==> src/rtl/multi_debouncer_pkg.sv <==
// Shared helpers for the multi-channel debouncer: counter width sizing and parameter legality.
package multi_debouncer_pkg;

  // Counter width for a modulus n, never narrower than one bit.
  function automatic int unsigned clog2_min1(input int unsigned n);
    int unsigned w;
    w = $clog2(n);
    return (w < 1) ? 1 : w;
  endfunction

  // Divider and qualification lengths must be at least one.
  function automatic bit param_ok(input int v);
    return v >= 1;
  endfunction

endpackage

==> src/rtl/multi_debouncer_if.sv <==
// Input/output bundle of the multi-channel debouncer: raw inputs, debounced levels and strobes.
interface multi_debouncer_if #(
  parameter int N_CH = 4
);
  logic [N_CH-1:0] din;
  logic [N_CH-1:0] db_out;
  logic [N_CH-1:0] rise;
  logic [N_CH-1:0] fall;
  logic            tick;

  modport master (output din, input db_out, input rise, input fall, input tick);
  modport slave  (input din, output db_out, output rise, output fall, output tick);
endinterface

==> src/rtl/debounce_tick_gen.sv <==
// Shared sample-tick divider: one-cycle strobe every TICK_DIV clocks.
module debounce_tick_gen
  import multi_debouncer_pkg::*;
#(
  parameter int TICK_DIV = 5000
) (
  input  logic clk,
  input  logic rst_a_p,
  output logic tick
);

  localparam int unsigned CW = clog2_min1(TICK_DIV);
  localparam logic [CW-1:0] LAST = CW'(TICK_DIV - 1);

  if (!param_ok(TICK_DIV)) begin : g_bad_div
    $error("debounce_tick_gen: TICK_DIV must be >= 1");
  end

  logic [CW-1:0] cnt_q;
  logic [CW-1:0] cnt_d;

  always_comb begin
    cnt_d = (cnt_q == LAST) ? '0 : cnt_q + CW'(1);
  end

  // Registered strobe mirrors the cycle in which the counter sits at LAST.
  always_ff @(posedge clk or posedge rst_a_p) begin
    if (rst_a_p) begin
      cnt_q <= '0;
      tick  <= 1'b0;
    end else begin
      cnt_q <= cnt_d;
      tick  <= (cnt_d == LAST);
    end
  end

endmodule

==> src/rtl/multi_debouncer.sv <==
// N-channel button/switch debouncer: 2-flop synchronizer, shared sample tick,
// per-channel stability counter with registered level and rise/fall pulses.
module multi_debouncer
  import multi_debouncer_pkg::*;
#(
  parameter int N_CH       = 4,
  parameter int TICK_DIV   = 5000,
  parameter int STABLE_CNT = 4,
  parameter bit INIT_VAL   = 1'b0
) (
  input  logic               clk,
  input  logic               rst_a_p,
  multi_debouncer_if.slave   bus
);

  localparam int unsigned SW = clog2_min1(STABLE_CNT);
  localparam logic [SW-1:0] TERM = SW'(STABLE_CNT - 1);

  if (!param_ok(STABLE_CNT)) begin : g_bad_stable
    $error("multi_debouncer: STABLE_CNT must be >= 1");
  end

  logic            tick_w;
  logic [N_CH-1:0] meta_q;
  logic [N_CH-1:0] sync_q;
  logic [N_CH-1:0] db_q;
  logic [N_CH-1:0] rise_q;
  logic [N_CH-1:0] fall_q;

  debounce_tick_gen #(
    .TICK_DIV (TICK_DIV)
  ) u_tick_gen (
    .clk     (clk),
    .rst_a_p (rst_a_p),
    .tick    (tick_w)
  );

  // Synchronizer resets to INIT_VAL so a matching input at release is not seen as an edge.
  always_ff @(posedge clk or posedge rst_a_p) begin
    if (rst_a_p) begin
      meta_q <= {N_CH{INIT_VAL}};
      sync_q <= {N_CH{INIT_VAL}};
    end else begin
      meta_q <= bus.din;
      sync_q <= meta_q;
    end
  end

  for (genvar i = 0; i < N_CH; i++) begin : g_ch
    logic [SW-1:0] cnt_q;
    logic [SW-1:0] cnt_d;
    logic          flip_c;
    logic          db_r;
    logic          rise_r;
    logic          fall_r;

    // Any agreeing tick restarts qualification; the terminal disagreeing tick flips the level.
    always_comb begin
      cnt_d  = cnt_q;
      flip_c = 1'b0;
      if (tick_w) begin
        if (sync_q[i] == db_r) begin
          cnt_d = '0;
        end else if (cnt_q == TERM) begin
          cnt_d  = '0;
          flip_c = 1'b1;
        end else begin
          cnt_d = cnt_q + SW'(1);
        end
      end
    end

    always_ff @(posedge clk or posedge rst_a_p) begin
      if (rst_a_p) begin
        cnt_q  <= '0;
        db_r   <= INIT_VAL;
        rise_r <= 1'b0;
        fall_r <= 1'b0;
      end else begin
        cnt_q  <= cnt_d;
        rise_r <= flip_c & sync_q[i];
        fall_r <= flip_c & ~sync_q[i];
        if (flip_c) begin
          db_r <= sync_q[i];
        end
      end
    end

    assign db_q[i]   = db_r;
    assign rise_q[i] = rise_r;
    assign fall_q[i] = fall_r;
  end

  assign bus.db_out = db_q;
  assign bus.rise   = rise_q;
  assign bus.fall   = fall_q;
  assign bus.tick   = tick_w;

endmodule

==> src/flat_wrapper.sv <==
// flat-port wrapper written by rule: the top's interface ports become plain ports
module multi_debouncer_flat import multi_debouncer_pkg::*;
#(
  parameter int N_CH       = 4,
  parameter int TICK_DIV   = 5000,
  parameter int STABLE_CNT = 4,
  parameter bit INIT_VAL   = 1'b0
)
  (clk, rst_a_p, bus_din, bus_db_out, bus_rise, bus_fall, bus_tick);
  multi_debouncer_if #(.N_CH(N_CH)) bus_i ();
  input  logic clk;
  input  logic rst_a_p;
  input wire logic [$bits(bus_i.din)-1:0] bus_din;
  output wire logic [$bits(bus_i.db_out)-1:0] bus_db_out;
  output wire logic [$bits(bus_i.rise)-1:0] bus_rise;
  output wire logic [$bits(bus_i.fall)-1:0] bus_fall;
  output wire logic [$bits(bus_i.tick)-1:0] bus_tick;
  assign bus_i.din = bus_din;
  assign bus_db_out = bus_i.db_out;
  assign bus_rise = bus_i.rise;
  assign bus_fall = bus_i.fall;
  assign bus_tick = bus_i.tick;
  multi_debouncer #(.N_CH(N_CH), .TICK_DIV(TICK_DIV), .STABLE_CNT(STABLE_CNT), .INIT_VAL(INIT_VAL)) u_core (.clk(clk), .rst_a_p(rst_a_p), .bus(bus_i));
endmodule
==> config.mk <==
export PLATFORM = sky130hd
export DESIGN_NAME = multi_debouncer_flat
export DESIGN_NICKNAME = d
export VERILOG_FILES = /design/src/rtl/multi_debouncer_pkg.sv /design/src/rtl/multi_debouncer_if.sv /design/src/rtl/debounce_tick_gen.sv /design/src/rtl/multi_debouncer.sv /design/src/flat_wrapper.sv
export SDC_FILE = /design/constraint.sdc
export NUM_CORES = 1
export LEC_CHECK = 0
export BUFFER_PORTS_ARGS = -buffer_cell sky130_fd_sc_hd__buf_2
export CAP_MARGIN = 20
export CORE_MARGIN = 1.5
export CORE_UTILIZATION = 53
export CTS_BUF_LIST = sky130_fd_sc_hd__clkbuf_4 sky130_fd_sc_hd__clkbuf_8
export DETAILED_ROUTE_END_ITERATION = 10
export HOLD_SLACK_MARGIN = 0.12
export MAX_ROUTING_LAYER = met4
export PLACE_DENSITY_LB_ADDON = 0.25
export SLEW_MARGIN = 20
export SYNTH_ARGS = -nofsm -noshare
export SYNTH_HDL_FRONTEND = slang
export SYNTH_HIERARCHICAL = 1
export SYNTH_SLANG_ARGS = --single-unit
==> constraint.sdc <==
create_clock -name clk -period 2.34 [get_ports clk]
set_clock_uncertainty 0.1 [all_clocks]
set_input_delay 0.117 -clock clk [delete_from_list [all_inputs] [get_ports clk]]
set_output_delay 0.117 -clock clk [all_outputs]
set_load 0.01 [all_outputs]
==> results of run 1 <==
## logic make-up (layout without fill, tap and decap cells)
logic type               after synthesis  count (layout)  synth area share
XOR/XNOR                              14              14            0.0636
multiplexers                           5               5            0.0286
buffers and inverters                 29              46            0.0837
adder cells (fa/ha/maj)                5               5            0.0324
flip-flops                            42              42             0.545
AND/OR/NAND/NOR                       54              54             0.182
AO/OA/AOI/OAI                         16              16            0.0649
## cells in the final DEF, fill, tap and decap left out, types with 4 or more instances in the layout
master,synthesis,routed
sky130_fd_sc_hd__buf_2,3,18
sky130_fd_sc_hd__clkbuf_4,0,6
sky130_fd_sc_hd__dfrtp_1,42,42
sky130_fd_sc_hd__dlygate4sd3_1,0,6
sky130_fd_sc_hd__ha_1,5,5
sky130_fd_sc_hd__inv_1,13,13
sky130_fd_sc_hd__mux2_2,4,4
sky130_fd_sc_hd__nand2_1,12,12
sky130_fd_sc_hd__nand3_1,4,4
sky130_fd_sc_hd__nor2_1,5,5
sky130_fd_sc_hd__nor3b_1,8,8
sky130_fd_sc_hd__o22ai_1,5,5
sky130_fd_sc_hd__or3b_1,4,4
sky130_fd_sc_hd__xnor2_1,10,10
sky130_fd_sc_hd__xor2_1,4,4
## power breakdown
group | internal [W] | switching [W]
sequential | 0.000732 | 0.00000442
combinational | 0.0000147 | 0.0000176
clock | 0.000237 | 0.000227
total | 0.000984 | 0.000249
## sequential cells by signal, indices dropped and copies added, names as in the netlist
signal and cells:
u_core/g_ch.fall_r 4, u_core/meta_q 4, u_core/g_ch.rise_r 4, u_core/g_ch.db_r 4, u_core/u_tick_gen/cnt_q 13, u_core/u_tick_gen/tick 1, u_core/g_ch.cnt_q 8, u_core/sync_q 4
## routing by layer
layer  up-vias  routed length (um)  GRT usage
met4         0                  59     0.0761
met2        19                1580      0.314
met3         6                  98     0.0429
met5         -                   0          -
li1        588                   -          -
met1       618                1260      0.187
## stage by stage
step,setup slack (ns),total power (W)
3_3_place_gp,0.481,0.000776
2_1_floorplan,0.537,0.000767
4_1_cts,0.418,0.00125
5_1_grt,0.317,0.00128
3_5_place_dp,0.408,0.000777
6_report,0.382,0.00123
## worst register-to-register path: stages (launching register included)
cell                       delay (ns)
sky130_fd_sc_hd__dfrtp_1         0.42
sky130_fd_sc_hd__ha_1            0.30
sky130_fd_sc_hd__nand4_1         0.26
sky130_fd_sc_hd__or4_1           0.60
sky130_fd_sc_hd__nand3b_1        0.11
sky130_fd_sc_hd__o21ai_1         0.07
## final cells by class
type | count | area share
clock buffers | 6 | 0.0213
clock inverters | 2 | 0.0178
inverters | 13 | 0.0231
multi-input cells | 94 | 0.339
flip-flops and latches | 42 | 0.497
well taps | 46 | 0.0272
repair buffers | 25 | 0.0746
## timing repair
item | CTS | global route
gates resized for setup | 0 | 0
hold endpoints to repair | 46 | 0
hold buffers | 6 | 0
## worst paths after layout
| kind | start | to | slack [ns] | cells past startpoint |
|---|---|---|---|---|
| max in group asynchronous | rst_a_p | u_core/g_ch[2].db_r$_DFFE_PP0P_ | 1.03 | 5 |
| min reg2reg | u_core/meta_q[2]$_DFF_PP0_ | u_core/sync_q[2]$_DFF_PP0_ | 0.26 | 0 |
| min | rst_a_p | u_core/u_tick_gen/cnt_q[8]$_DFF_PP0_ | 0.25 | 3 |
| max | u_core/u_tick_gen/cnt_q[0]$_DFF_PP0_ | u_core/u_tick_gen/cnt_q[12]$_DFF_PP0_ | 0.38 | 5 |
| min in group clk | u_core/meta_q[2]$_DFF_PP0_ | u_core/sync_q[2]$_DFF_PP0_ | 0.26 | 0 |
| max reg2reg | u_core/u_tick_gen/cnt_q[0]$_DFF_PP0_ | u_core/u_tick_gen/cnt_q[12]$_DFF_PP0_ | 0.38 | 5 |
==> results.toml, run 1 <==
[yosys]
synth.distinct_cells = 34
synth_cells = 165
synth_warnings = 6
synth-seq-cells = 42
post-synth-top-count-cell = "sky130_fd_sc_hd__dfrtp_1"
seq_area_frac_synth = 0.545
ys.flop_type = "sky130_fd_sc_hd__dfrtp_1"
synth_commonest_cells = "42 x sky130_fd_sc_hd__dfrtp_1, 13 x sky130_fd_sc_hd__buf_4, 13 x sky130_fd_sc_hd__inv_1, 12 x sky130_fd_sc_hd__nand2_1, 10 x sky130_fd_sc_hd__xnor2_1"
synth_fp_nets = 176
netlist_top_cells_area = "sky130_fd_sc_hd__dfrtp_1 55%, sky130_fd_sc_hd__buf_4 5.1%, sky130_fd_sc_hd__xnor2_1 4.5%, sky130_fd_sc_hd__ha_1 3.2%, sky130_fd_sc_hd__nor3b_1 3.1%"
synth.top_cell.area_share = 0.545
synth_enable_flop_cells = 0
yosys.area.top_type = "sky130_fd_sc_hd__dfrtp_1"
synthArstFlopShare = 1.00
syn-mean-instance-area_um2 = 11.7
synthesized_cell_area_mm2 = 0.00193

[critical_path]
crit_path_cell_trace = "ha_1 > nand4_1 > or4_1 > nand3b_1 > o21ai_1"
crit_path_start_kind = "flop"
worst-setup-path-type = "flop to flop"
crit_path_end_kind = "flop"
crit_fanout = 6
cp_slowest_cell = "sky130_fd_sc_hd__or4_1"
required_time_worst_endpoint_ns = 2.48
worstPathArrival_ns = 2.10
cpPeakStageDelay_ns = 0.60
cp_top_family = "simple AND/OR/NAND/NOR gates"
critical_path_buf_inv_count = 0

[sta]
final.period_utilization = 0.837
tightestPinTransition_ns = 0.571
slew_violations = 0
setup-violations-final = 0
final_hold_viol_count = 0
finalCriticalPeriod_ns = 1.96
setup_repair_after_global_routing_missed_its_margin = "no"
clock.fmax_ghz = 0.511
worst_slew_margin_rel = 0.620
fin_setup_tns_ns = 0
timing.hold.ws_ns = 0.247

[place]
place.port_buffers = 18
place_hpwl_mm = 2.17
numPlacedInstances = 214
gpl.final_weighted_congestion = 0.899
post_place_instance_area_mm2 = 0.00197

[grt]
grt_pass1_wl_mm = 5.38
track_usage = 0.177
grt_antenna_before_repair = 0
overflow = 0
grt_max_degree = 28
first_global_vias = 1263

[detailed_routing]
number_of_nets_with_antenna_violations_after_routing = 0
detail_route.wl_per_cell_um = 13.1
wl_mm = 3.00
vias_per_cell = 5.40
drt-initial-drc-count = 27
dr_total_vias = 1231
drt_first_pass_iters = 2
number_of_design_rule_violations_left_after_detail_routing = 0

[die]
die_area_mm2 = 0.00401
number_of_top_level_pins = 19
die_width_um = 63.3
placementRows = 21
starting_density = 0.564
dieHeight_um = 63.3
floorplan.core_area_mm2 = 0.00342

[clock_network]
clockBufferDepth = 2
tritoncts_clock_tree = "done"
cts-buffers-inserted = 5
clk_latency_ns = 0.35
ctsHtreeMaxLevel = 2
path_clk_slew_ns = 0.12
clock_sink_count = 42
ctsRootBufferMaster = "sky130_fd_sc_hd__clkbuf_4"
post_cts_setup_buffers = 0

[finish]
final_layout_size_suffix_gt1_frac = 0.209
num_antenna_cells = 0
num-fill-cells = 288
final_net_count = 192
ff_latch_area_mm2 = 0.00105
multi_input_comb_area_um2 = 716
finish.instance_area_mm2 = 0.00211
layout.cells.non_filler = 228
final_util = 0.619
synthToLayoutAreaGrowth_pct = 9.60

[min_path]
hold_class = "input pin to async pin"

[pwr]
power_per_cell_area_mw_per_mm2 = 584
vdd.ir_drop.worst_v = 0.000364
leakagePower_nw = 0.945

[outcome]
outcome = "finished, final reports clean"

[run]
cap_viol_max_count = 0
Power figures use the tool's default switching activity.
==> run 2, diff against run 1 <==
==> constraint.sdc (replaced) <==
create_clock -name clk -period 1.9 [get_ports clk]
set_clock_uncertainty 0.1 [all_clocks]
set_input_delay 0.095 -clock clk [delete_from_list [all_inputs] [get_ports clk]]
set_output_delay 0.095 -clock clk [all_outputs]
set_load 0.01 [all_outputs]
==> results.toml, run 2 (same netlist as run 1, synthesis figures left out) <==
[finish]
ff_latch_area_mm2 = 0.00105
final_net_count = 204
num-fill-cells = 277
synthToLayoutAreaGrowth_pct = 12.7
max_reg_flops = 13
final_layout_size_suffix_gt1_frac = 0.264
final_common_cell = "sky130_fd_sc_hd__dfrtp_1"
num_antenna_cells = 0
finish.instance_area_mm2 = 0.00217
most-common-layout-cells = "41 x sky130_fd_sc_hd__dfrtp_1, 18 x sky130_fd_sc_hd__buf_2, 13 x sky130_fd_sc_hd__inv_1, 13 x sky130_fd_sc_hd__buf_4, 12 x sky130_fd_sc_hd__nand2_1"
reg.largest.list = "u_core/u_tick_gen/cnt_q x13, u_core/g_ch.cnt_q x8"
final_util = 0.636
multi_input_comb_area_um2 = 718
registers.top_by_ff_count = "u_core/u_tick_gen/cnt_q"

[clock_network]
clockBufferDepth = 2
ctsHtreeMaxLevel = 2
clk_latency_ns = 0.34
ctsRootBufferMaster = "sky130_fd_sc_hd__clkbuf_4"
clock_sink_count = 42
cts-buffers-inserted = 5
tritoncts_clock_tree = "done"
path_clk_slew_ns = 0.11

[pwr]
leakagePower_nw = 0.989
vdd.ir_drop.worst_v = 0.000291
power_per_cell_area_mw_per_mm2 = 614
power_w = 0.00133

[die]
starting_density = 0.564
number_of_top_level_pins = 19
dieHeight_um = 63.3
placementRows = 21
die_width_um = 63.3
floorplan.core_area_mm2 = 0.00342
die_area_mm2 = 0.00401

[critical_path]
required_time_worst_endpoint_ns = 2.03
worstPathArrival_ns = 1.99
crit_path_cell_trace = "buf_4 > or4b_1 > nor4_4 > buf_4 > a21oi_1"
worst-setup-path-type = "flop to flop"
cp_slowest_cell = "sky130_fd_sc_hd__or4b_1"
timing.critical_path.depth = 5
crit_top_cell = "sky130_fd_sc_hd__buf_4"
cpPeakStageDelay_ns = 0.55
crit_fanout = 5
rr_worst_depth = 5
crit_path_end_kind = "flop"
cp_top_family = "simple AND/OR/NAND/NOR gates"
crit_path_start_kind = "flop"
critical_path_buf_inv_count = 2

[grt]
grt_antenna_before_repair = 0
grt_max_degree = 28
overflow = 0
track_usage = 0.175
first_global_vias = 1208
grt_pass1_wl_mm = 5.22

[detailed_routing]
vias_per_cell = 5.15
wl_mm = 3.04
number_of_design_rule_violations_left_after_detail_routing = 0
dr_total_vias = 1230
number_of_nets_with_antenna_violations_after_routing = 0
drt-initial-drc-count = 33
detail_route.wl_per_cell_um = 12.7
drt_first_pass_iters = 4

[sta]
setup_repair_after_global_routing_missed_its_margin = "yes"
clock.fmax_ghz = 0.538
tightestPinTransition_ns = 0.539
worst_slew_margin_rel = 0.641
final_hold_viol_count = 0
slew_violations = 0
setup-violations-final = 0
final.period_utilization = 0.978
finalCriticalPeriod_ns = 1.86

[outcome]
outcome = "finished, final reports clean"

[run]
cap_viol_max_count = 0

[place]
place_hpwl_mm = 2.23
gpl.final_weighted_congestion = 0.879
place.port_buffers = 18
post_place_instance_area_mm2 = 0.00204

[min_path]
hold_class = "input pin to async pin"
[run 2: layout make-up]
class	count	area share
clock buffer	5	0.0173
tap	46	0.0265
timing repair buffer	37	0.114
inverter	13	0.0225
multi-input combinational	94	0.331
sequential	42	0.484
clock inverter	2	0.00461
[run 2: timing repair]
| item | in CTS | in global routing |
|---|---|---|
| gates resized for setup | 0 | 2 |
| hold buffers | 6 | 0 |
| setup endpoints to repair | 0 | 2 |
| setup buffers | 0 | 3 |
| endpoints found under the hold margin | 46 | 0 |
[run 2: where the power goes]
group	switching [W]	internal, W	total [W]
clock network	0.000252	0.000133	0.000385
logic	0.0000220	0.0000181	0.0000400
registers	0.00000604	0.000902	0.000908
total	0.000280	0.00105	0.00133
[run 2: metrics by stage]
| stage | setup WS (ns) | setup TNS, ns | instances | hold WS (ns) |
|---|---|---|---|---|
| 6_report | 0.0419 | 0 | 239 | 0.221 |
| 5_1_grt | -0.00285 | -0.00285 | 239 | 0.262 |
| 4_1_cts | 0.0629 | 0 | 236 | 0.235 |
| 3_5_place_dp | 0.0608 | 0 | 223 | -0.148 |
| 3_3_place_gp | 0.134 | 0 | 223 | -0.153 |
| 2_1_floorplan | 0.0971 | 0 | 165 | -0.116 |
[run 2: final timing paths]
check | start | to | slack (ns)
max | u_core/u_tick_gen/cnt_q[6]$_DFF_PP0_ | u_core/u_tick_gen/cnt_q[8]$_DFF_PP0_ | 0.04
min | rst_a_p | u_core/u_tick_gen/cnt_q[12]$_DFF_PP0_ | 0.22
max reg2reg | u_core/u_tick_gen/cnt_q[6]$_DFF_PP0_ | u_core/u_tick_gen/cnt_q[8]$_DFF_PP0_ | 0.04
min reg2reg | u_core/meta_q[2]$_DFF_PP0_ | u_core/sync_q[2]$_DFF_PP0_ | 0.26
max in group asynchronous | rst_a_p | u_core/meta_q[2]$_DFF_PP0_ | 0.60
min in group clk | u_core/meta_q[2]$_DFF_PP0_ | u_core/sync_q[2]$_DFF_PP0_ | 0.26
[run 2: metal layers]
layer / vias up / wire, um / track usage
li1: 608 / - / -
met1: 603 / 1260 / 0.186
met2: 14 / 1630 / 0.307
met3: 5 / 92 / 0.0500
met4: 0 / 53 / 0.0707
met5: - / 0 / -
[run 2: worst min-delay path: stages]
cell	delay, ns
sky130_fd_sc_hd__dlygate4sd3_1	0.53
sky130_fd_sc_hd__buf_2	0.12
sky130_fd_sc_hd__inv_1	0.39
==> run 3, diff against run 2 <==
--- a/config.mk
+++ b/config.mk
@@ -8,7 +8,7 @@
 export BUFFER_PORTS_ARGS = -buffer_cell sky130_fd_sc_hd__buf_2
 export CAP_MARGIN = 20
 export CORE_MARGIN = 1.5
-export CORE_UTILIZATION = 53
+export CORE_UTILIZATION = 40
 export CTS_BUF_LIST = sky130_fd_sc_hd__clkbuf_4 sky130_fd_sc_hd__clkbuf_8
 export DETAILED_ROUTE_END_ITERATION = 10
 export HOLD_SLACK_MARGIN = 0.12
==> results.toml, run 3 (same netlist as run 1, synthesis figures left out) <==
[grt]
track_usage = 0.138
overflow = 0
first_global_vias = 1257
grt_max_degree = 29
grt_pass1_wl_mm = 5.40
grt_antenna_before_repair = 0

[finish]
num-fill-cells = 418
reg.largest.list = "u_core/u_tick_gen/cnt_q x13, u_core/g_ch.cnt_q x8"
final_util = 0.468
num_antenna_cells = 0
finish.instance_area_mm2 = 0.00219
final_layout_size_suffix_gt1_frac = 0.262
max_reg_flops = 13
synthToLayoutAreaGrowth_pct = 13.8
most-common-layout-cells = "40 x sky130_fd_sc_hd__dfrtp_1, 18 x sky130_fd_sc_hd__buf_2, 13 x sky130_fd_sc_hd__inv_1"
final_net_count = 202
final_common_cell = "sky130_fd_sc_hd__dfrtp_1"
registers.top_by_ff_count = "u_core/u_tick_gen/cnt_q"

[critical_path]
critical_path_buf_inv_count = 0
rr_worst_depth = 4
rr_startpoint = "u_core/u_tick_gen/cnt_q[6]$_DFF_PP0_"
timing.critical_path.depth = 4
crit_path_cell_trace = "xnor2_1 > or4b_1 > a2111o_1 > a221oi_2"
cp_top_family = "compound AO/OA/AOI/OAI gates"
timing.critical_path.from = "u_core/u_tick_gen/cnt_q[6]$_DFF_PP0_"
crit_path_start_kind = "flop"
worstPathArrival_ns = 1.93
crit_path_end_kind = "flop"
crit_fanout = 5
required_time_worst_endpoint_ns = 1.99
cpPeakStageDelay_ns = 0.50
worst-setup-path-type = "flop to flop"
cp_slowest_cell = "sky130_fd_sc_hd__or4b_1"

[clock_network]
path_clk_slew_ns = 0.07
clock_sink_count = 42
ctsHtreeMaxLevel = 2
clk_latency_ns = 0.29
ctsRootBufferMaster = "sky130_fd_sc_hd__clkbuf_8"
tritoncts_clock_tree = "done"
cts-buffers-inserted = 5
clockBufferDepth = 2

[sta]
finalCriticalPeriod_ns = 1.83
worst_slew_margin_rel = 0.646
setup_repair_after_global_routing_missed_its_margin = "yes"
clock.fmax_ghz = 0.545
slew_violations = 0
fin_setup_tns_ns = 0
final_hold_viol_count = 0
final.period_utilization = 0.965
tightestPinTransition_ns = 0.530
timing.hold.ws_ns = 0.251
setup-violations-final = 0

[detailed_routing]
drt_first_pass_iters = 4
vias_per_cell = 5.05
wl_mm = 3.05
dr_total_vias = 1237
wl_met3_um = 88
number_of_design_rule_violations_left_after_detail_routing = 0
route.met2.wl_mm = 1.61
detail_route.wl_per_cell_um = 12.4
number_of_nets_with_antenna_violations_after_routing = 0
metal1_wirelength_mm = 1.28
route.top_layer_used = "met4"
drt-initial-drc-count = 46

[run]
cap_viol_max_count = 0

[die]
placementRows = 25
starting_density = 0.411
number_of_top_level_pins = 19
die_area_mm2 = 0.00525
floorplan.core_area_mm2 = 0.00469
dieHeight_um = 72.4
die_width_um = 72.4

[min_path]
hold_path_cells = 0
worst_hold_startpoint = "u_core/meta_q[3]$_DFF_PP0_"
hold_class = "flop to flop"

[place]
post_place_instance_area_mm2 = 0.00204
place.port_buffers = 18
place_hpwl_mm = 2.19
gpl.final_weighted_congestion = 0.813

[pwr]
leakagePower_nw = 0.995
vdd.ir_drop.worst_v = 0.000275
power_per_cell_area_mw_per_mm2 = 673

[outcome]
outcome = "finished, final reports clean"
-- run 3: cell count changes in the layout (fill, tap and decap cells not counted), sizes merged --
cell	change
buf	-1
dlygate4sd3	-1
-- run 3: worst paths after layout --
check	end	slack (ns)
setup reg to reg	u_core/u_tick_gen/tick$_DFF_PP0_	0.07
hold reg to reg	u_core/sync_q[3]$_DFF_PP0_	0.25
max in group asynchronous	u_core/u_tick_gen/cnt_q[4]$_DFF_PP0_	1.02
hold / removal	u_core/sync_q[3]$_DFF_PP0_	0.25
min in group asynchronous	u_core/u_tick_gen/cnt_q[9]$_DFF_PP0_	0.30
setup / recovery	u_core/u_tick_gen/tick$_DFF_PP0_	0.07
-- run 3: worst reg2reg max path: stages (launching register included) --
cell and delay, ns:
sky130_fd_sc_hd__dfrtp_2 0.44, sky130_fd_sc_hd__xnor2_1 0.13, sky130_fd_sc_hd__or4b_1 0.50, sky130_fd_sc_hd__a2111o_1 0.39, sky130_fd_sc_hd__a221oi_2 0.19
-- run 3: layout make-up --
class / instances / area, um2 / area share
flip-flops and latches: 42 / 1050 / 0.480
inverters: 13 / 48.8 / 0.0222
multi-input cells: 94 / 716 / 0.326
well taps: 54 / 67.6 / 0.0308
repair buffers: 35 / 230 / 0.105
clock buffers: 5 / 68.8 / 0.0314
clock inverters: 2 / 10.0 / 0.00456
-- run 3: stage by stage --
step / std cells / setup WS, ns / power, W
3_5_place_dp: 230 / 0.0511 / 0.000958
4_1_cts: 242 / 0.0232 / 0.00150
5_1_grt: 245 / -0.00682 / 0.00154
3_3_place_gp: 230 / 0.0922 / 0.000956
2_1_floorplan: 165 / 0.0971 / 0.000944
6_report: 245 / 0.0656 / 0.00148
-- run 3: timing repair --
item | 4_1_cts | 5_1_grt
hold buffers | 5 | 0
resized for setup | 0 | 2
setup buffers | 0 | 3
setup endpoints to repair | 0 | 5
hold endpoints to repair | 46 | 0
-- run 3: power breakdown --
group / total (W) / internal [W] / switching (W)
sequential: 0.000907 / 0.000902 / 0.00000565
clock: 0.000530 / 0.000246 / 0.000283
combinational: 0.0000390 / 0.0000167 / 0.0000223
-- run 3: layer usage --
layer | vias to the layer above | track usage
li1 | 603 | -
met1 | 610 | 0.151
met2 | 19 | 0.236
met3 | 5 | 0.0375
met4 | 0 | 0.0629
met5 | - | -
